==> config.mk <==
export PLATFORM = sky130hd
export DESIGN_NAME = bytes_to_dibits_flat
export DESIGN_NICKNAME = d
export VERILOG_FILES = /design/src/rtl/bytes_to_dibits_if.sv /design/src/rtl/bytes_to_dibits.sv /design/src/flat_wrapper.sv
export SDC_FILE = /design/constraint.sdc
export NUM_CORES = 1
export LEC_CHECK = 0
export ABC_AREA = 1
export CAP_MARGIN = 15
export CORE_ASPECT_RATIO = 1.4
export CORE_MARGIN = 5
export CORE_UTILIZATION = 58
export CTS_CLUSTER_DIAMETER = 100
export DETAILED_ROUTE_END_ITERATION = 8
export PLACE_DENSITY = 0.93
export SLEW_MARGIN = 5
export SYNTH_ARGS = -nofsm -noshare
export SYNTH_HDL_FRONTEND = slang
export SYNTH_SLANG_ARGS = --single-unit
==> constraint.sdc <==
create_clock -name clk -period 3.7 [get_ports clk]
set_clock_uncertainty 0.2 [all_clocks]
set_input_delay 0.925 -clock clk [delete_from_list [all_inputs] [get_ports clk]]
set_output_delay 0.925 -clock clk [all_outputs]
set_load 0.02 [all_outputs]
==> src/rtl/bytes_to_dibits_if.sv <==
// Byte-in / dibit-out bus of the transmit serializer.
// slave is the serializer side, master is the byte source and dibit sink.
interface bytes_to_dibits_if;
  logic       inclk;
  logic [7:0] in;
  logic       done_in;
  logic       in_ready;
  logic [1:0] out;
  logic       outclk;
  logic       done_out;
  logic       overflow;
  logic       busy;

  modport slave (
    input  inclk, in, done_in,
    output in_ready, out, outclk, done_out, overflow, busy
  );

  modport master (
    output inclk, in, done_in,
    input  in_ready, out, outclk, done_out, overflow, busy
  );
endinterface

==> src/rtl/bytes_to_dibits.sv <==
// Serializes bytes from a 2-entry FIFO into a paced dibit stream, LSB dibit first.
// A byte's done marker rides along and pulses done_out with that byte's final dibit.
module bytes_to_dibits #(
  parameter int DIBIT_PERIOD = 2
) (
  input  logic              clk,
  input  logic              reset,
  bytes_to_dibits_if.slave  bus
);
  localparam int PW = (DIBIT_PERIOD > 1) ? $clog2(DIBIT_PERIOD) : 1;
  localparam logic [PW-1:0] PACE_LAST = PW'(DIBIT_PERIOD - 1);

  typedef enum logic {IDLE, SHIFT} state_t;
  typedef struct packed {
    logic       done;
    logic [7:0] data;
  } entry_t;

  entry_t        mem_q [2];
  logic          wr_ptr_q, rd_ptr_q;
  logic [1:0]    count_q;
  state_t        state_q, state_d;
  logic [7:0]    sh_q, sh_d;
  logic          done_flag_q, done_flag_d;
  logic [PW-1:0] pace_q, pace_d;
  logic [1:0]    dcnt_q, dcnt_d;
  logic [1:0]    out_q, out_d;
  logic          outclk_q, outclk_d;
  logic          done_out_q, done_out_d;
  logic          overflow_q;
  logic          push, pop;
  entry_t        head;

  assign bus.in_ready = !reset && (count_q != 2'd2);
  assign push         = bus.inclk && bus.in_ready;
  assign head         = mem_q[rd_ptr_q];

  // NOTE: every always_comb output gets a default first so no path can infer a latch.
  always_comb begin
    state_d     = state_q;
    sh_d        = sh_q;
    done_flag_d = done_flag_q;
    pace_d      = pace_q;
    dcnt_d      = dcnt_q;
    out_d       = out_q;
    outclk_d    = 1'b0;
    done_out_d  = 1'b0;
    pop         = 1'b0;
    case (state_q)
      IDLE: begin
        if (count_q != 2'd0) begin
          pop         = 1'b1;
          sh_d        = head.data;
          done_flag_d = head.done;
          pace_d      = '0;
          dcnt_d      = 2'd0;
          state_d     = SHIFT;
        end
      end
      SHIFT: begin
        pace_d = (pace_q == PACE_LAST) ? '0 : pace_q + PW'(1);
        if (pace_q == '0) begin
          out_d    = sh_q[1:0];
          outclk_d = 1'b1;
          sh_d     = sh_q >> 2;
          dcnt_d   = dcnt_q + 2'd1;
          if (dcnt_q == 2'd3) begin
            done_out_d = done_flag_q;
            // Refill on the last emission so the next byte keeps the same pacing.
            if (count_q != 2'd0) begin
              pop         = 1'b1;
              sh_d        = head.data;
              done_flag_d = head.done;
            end else begin
              state_d = IDLE;
            end
          end
        end
      end
      default: state_d = IDLE;
    endcase
  end

  // NOTE: state registers use non-blocking assignments so every flop samples pre-edge values.
  always_ff @(posedge clk) begin
    if (reset) begin
      state_q     <= IDLE;
      sh_q        <= 8'd0;
      done_flag_q <= 1'b0;
      pace_q      <= '0;
      dcnt_q      <= 2'd0;
      out_q       <= 2'd0;
      outclk_q    <= 1'b0;
      done_out_q  <= 1'b0;
      overflow_q  <= 1'b0;
      count_q     <= 2'd0;
      wr_ptr_q    <= 1'b0;
      rd_ptr_q    <= 1'b0;
    end else begin
      state_q     <= state_d;
      sh_q        <= sh_d;
      done_flag_q <= done_flag_d;
      pace_q      <= pace_d;
      dcnt_q      <= dcnt_d;
      out_q       <= out_d;
      outclk_q    <= outclk_d;
      done_out_q  <= done_out_d;
      overflow_q  <= bus.inclk && !bus.in_ready;
      count_q     <= count_q + {1'b0, push} - {1'b0, pop};
      if (push) wr_ptr_q <= ~wr_ptr_q;
      if (pop)  rd_ptr_q <= ~rd_ptr_q;
    end
  end

  // NOTE: FIFO storage is not reset; count_q alone decides which entries are valid.
  always_ff @(posedge clk) begin
    if (push) mem_q[wr_ptr_q] <= {bus.done_in, bus.in};
  end

  assign bus.out      = out_q;
  assign bus.outclk   = outclk_q;
  assign bus.done_out = done_out_q;
  assign bus.overflow = overflow_q;
  assign bus.busy     = (state_q != IDLE) || (count_q != 2'd0);
endmodule
==> src/flat_wrapper.sv <==
// flat-port wrapper written by rule: the top's interface ports become plain ports
module bytes_to_dibits_flat 
#(
  parameter int DIBIT_PERIOD = 2
)
  (clk, reset, bus_inclk, bus_in, bus_done_in, bus_in_ready, bus_out, bus_outclk, bus_done_out, bus_overflow, bus_busy);
  bytes_to_dibits_if bus_i ();
  input  logic clk;
  input  logic reset;
  input wire logic [$bits(bus_i.inclk)-1:0] bus_inclk;
  input wire logic [$bits(bus_i.in)-1:0] bus_in;
  input wire logic [$bits(bus_i.done_in)-1:0] bus_done_in;
  output wire logic [$bits(bus_i.in_ready)-1:0] bus_in_ready;
  output wire logic [$bits(bus_i.out)-1:0] bus_out;
  output wire logic [$bits(bus_i.outclk)-1:0] bus_outclk;
  output wire logic [$bits(bus_i.done_out)-1:0] bus_done_out;
  output wire logic [$bits(bus_i.overflow)-1:0] bus_overflow;
  output wire logic [$bits(bus_i.busy)-1:0] bus_busy;
  assign bus_i.inclk = bus_inclk;
  assign bus_i.in = bus_in;
  assign bus_i.done_in = bus_done_in;
  assign bus_in_ready = bus_i.in_ready;
  assign bus_out = bus_i.out;
  assign bus_outclk = bus_i.outclk;
  assign bus_done_out = bus_i.done_out;
  assign bus_overflow = bus_i.overflow;
  assign bus_busy = bus_i.busy;
  bytes_to_dibits #(.DIBIT_PERIOD(DIBIT_PERIOD)) u_core (.clk(clk), .reset(reset), .bus(bus_i));
endmodule
==> flow_summary.toml <==
[grt]
grt_pass1_vias = 1157
antenna_found_initial = 0
grt_max_degree = 14
grt_overflow = 0
grt_pass1_wl_um = 4550
track_usage = 0.147

[job]
maxCapViolCount = 0

[layout]
nets = 224
fin_area_mm2 = 0.00200
fin_cells = 248
final_layout_size_suffix_gt1_frac = 0.0853
diodes = 0
syn_to_final_growth_pct = 20.2
post-route-util = 0.709

[synth]
synth_simple_gate_area_frac = 0.242
synth_adder_area_share = 0.0150
yosys_register_bits = 41
synthTopCellsByArea = "edfxtp_1 33%, dfxtp_1 28%, nand2_1 11%"
post-synth-top-count-cell = "nand2_1"
syn_area_per_cell_um2 = 8.94
ys_types = 19
async_reset_ff_frac = 0
syn_area_mm2 = 0.00166
seq_area_frac_synth = 0.602
synth_xor_xnor_area_share = 0
synth-edff-count = 18
yosysTopAreaCell = "edfxtp_1"
synthMuxAreaShare = 0
syn_inst = 186
synth_compound_gate_area_share = 0.0700
syn_nets = 200
yosysTopAreaCellShare = 0.325
synth_warnings = 0
synth_top_family_by_area = "simple AND/OR/NAND/NOR gates"
ys.flop_type = "dfxtp_1"
yosys-top-cells-count = "49 x nand2_1, 26 x nand3_1, 24 x inv_1, 23 x dfxtp_1, 18 x edfxtp_1"

[run_status]
outcome = "finished, final reports clean"

[clock_network]
clock_tree.buffer_depth = 2
root_buffer = "clkbuf_8"
cts_tree = "built"
numCtsBuffers = 5
cts_resized = 0
post-cts-setup-buffers = 0
htreeDepth = 2
clk_pin_slew_ps = 80
clock_latency_ps = 300
cts_sinks = 41
ctsHoldBuffers = 0

[critical_path]
cp-start-kind = "primary input"
slowest_delay_ps = 610
critPathMaxFanout = 2
worstSetupStartpoint = "reset"
critPathSlowestCell = "clkdlybuf4s50_1"
r2r_start = "u_core.dcnt_q[0]"
cp.required_ps = 2570
r2r_cells = 7
cpMostUsedCell = "clkdlybuf4s50_1"
endpoint_kind = "output pin"
worstPathCellList = "clkdlybuf4s50_1, nor2_1, clkdlybuf4s50_1"
rrSetupSlack_ps = 1850
critPathKind = "in -> out"
cp.arrival_ps = 2120
timing.rr.end = "u_core.count_q[1]"

[timing]
setup_viol = 0
worstMarginPinSlew_ps = 458
max_freq_mhz = 308
fin_tns_setup_ps = 0
relSlewSlack = 0.692
slew_viol_final = 0
period_share = 0.877
rsz0062_at_grt = "false"
hold_violations = 0
period_needed_ps = 3250

[placed_design]
dp_hpwl_um = 1980
placed_cells = 240
postPlaceCellArea_mm2 = 0.00189
place_congestion = 0.833
io_buffers = 18

[route]
routed_via_density = 5.06
via_count = 1254
firstDrtPassIters = 4
routed_wl_um = 2650
drtAntennaViolNets = 0
dr.first_iter.drc_count = 38
drc = 0
routedWlPerCell_um = 10.7

[power_and_ir_drop]
vdd_drop_max_mv = 0.502
power_uw = 943
cellLeakagePower_nw = 0.869
powerDensity_mw_per_mm2 = 472

[worst_hold_path]
hold_start = "u_core.done_flag_q"
worstHoldPathType = "reg -> reg"
holdPathStages = 2
hold-path-endpoint = "u_core.bus.done_out"

[die]
start_util = 0.590
coreArea_mm2 = 0.00282
die_area_mm2 = 0.00405
die_w_um = 55.3
io-pin-count = 19
die_h_um = 73.4
row_count = 23
[registers in the layout, indices dropped and copies added, names as in the netlist, named ones only]
signal and cells:
u_core.mem_q 18, u_core.sh_q 8, u_core.bus.out 2, u_core.count_q 2
u_core.dcnt_q 2, u_core.bus.done_out 1, u_core.bus.outclk 1, u_core.bus.overflow 1
u_core.done_flag_q 1, u_core.pace_q 1, u_core.rd_ptr_q 1, u_core.state_q 1
u_core.wr_ptr_q 1
[worst max-delay path: cells and delay by family]
| kind | cells | cell delay, ps |
|---|---|---|
| simple gates | 1 | 120 |
| buf+inv | 2 | 1070 |
[worst max path at each step]
stage / to / cells past startpoint
final: bus_in_ready / 3
after global routing: bus_in_ready / 3
after CTS: bus_in_ready / 3
after detailed placement: bus_in_ready / 3
after global placement: bus_in_ready / 3
after floorplan: bus_in_ready / 2
[layout by cell type, fill, tap and decap left out]
master           count
clkbuf_8             5
o21ai_1              1
o21ai_0              6
inv_2                2
dfxtp_1             23
a21o_1               1
a21oi_1             13
nor2_4               1
nand2_1             49
clkdlybuf4s50_1     18
o21ai_2              1
inv_1               24
clkbuf_1             1
clkinv_2             1
nand2_4              2
nor2_1              11
nand2_2              2
bufinv_16            1
ha_1                 2
nand3_1             26
buf_4                3
edfxtp_1            18
[cell type report]
| cell class | instances | area, µm² |
|---|---|---|
| Tap cell | 37 | 46.3 |
| Multi-Input combinational cell | 115 | 543 |
| Clock inverter | 2 | 35.0 |
| Inverter | 26 | 97.6 |
| Clock buffer | 6 | 72.6 |
| Sequential cell | 41 | 1000 |
| Timing Repair Buffer | 21 | 203 |
| Fill cell | 237 | 822 |
[per-layer routing]
metal  part of all wire  vias to the layer above  track usage
met5                  0                        -            0
met4              0.041                        0        0.108
met3              0.061                       10       0.0562
met2               0.52                       39        0.272
met1               0.37                      561        0.128
li1                   -                      644            -
[where the power goes]
part / internal, mW / switching (mW)
registers: 0.495 / 0.0131
clock network: 0.200 / 0.142
logic: 0.0407 / 0.0534
[stage by stage]
| step | hold slack, ps | worst slack, ps |
|---|---|---|
| 2_1_floorplan | 215 | 1160 |
| 3_3_place_gp | 238 | 462 |
| 3_5_place_dp | 240 | 454 |
| 4_1_cts | 255 | 449 |
| 5_1_grt | 267 | 428 |
| 6_report | 252 | 454 |
[cells by family (layout without fill, tap and decap cells)]
logic type / after synthesis / in the layout
AO/OA/AOI/OAI: 22 / 22
adder cells (fa/ha/maj): 2 / 2
buffers and inverters: 30 / 55
flip-flops: 41 / 41
AND/OR/NAND/NOR: 91 / 91
Note: power is estimated with default switching activity, not from simulation.
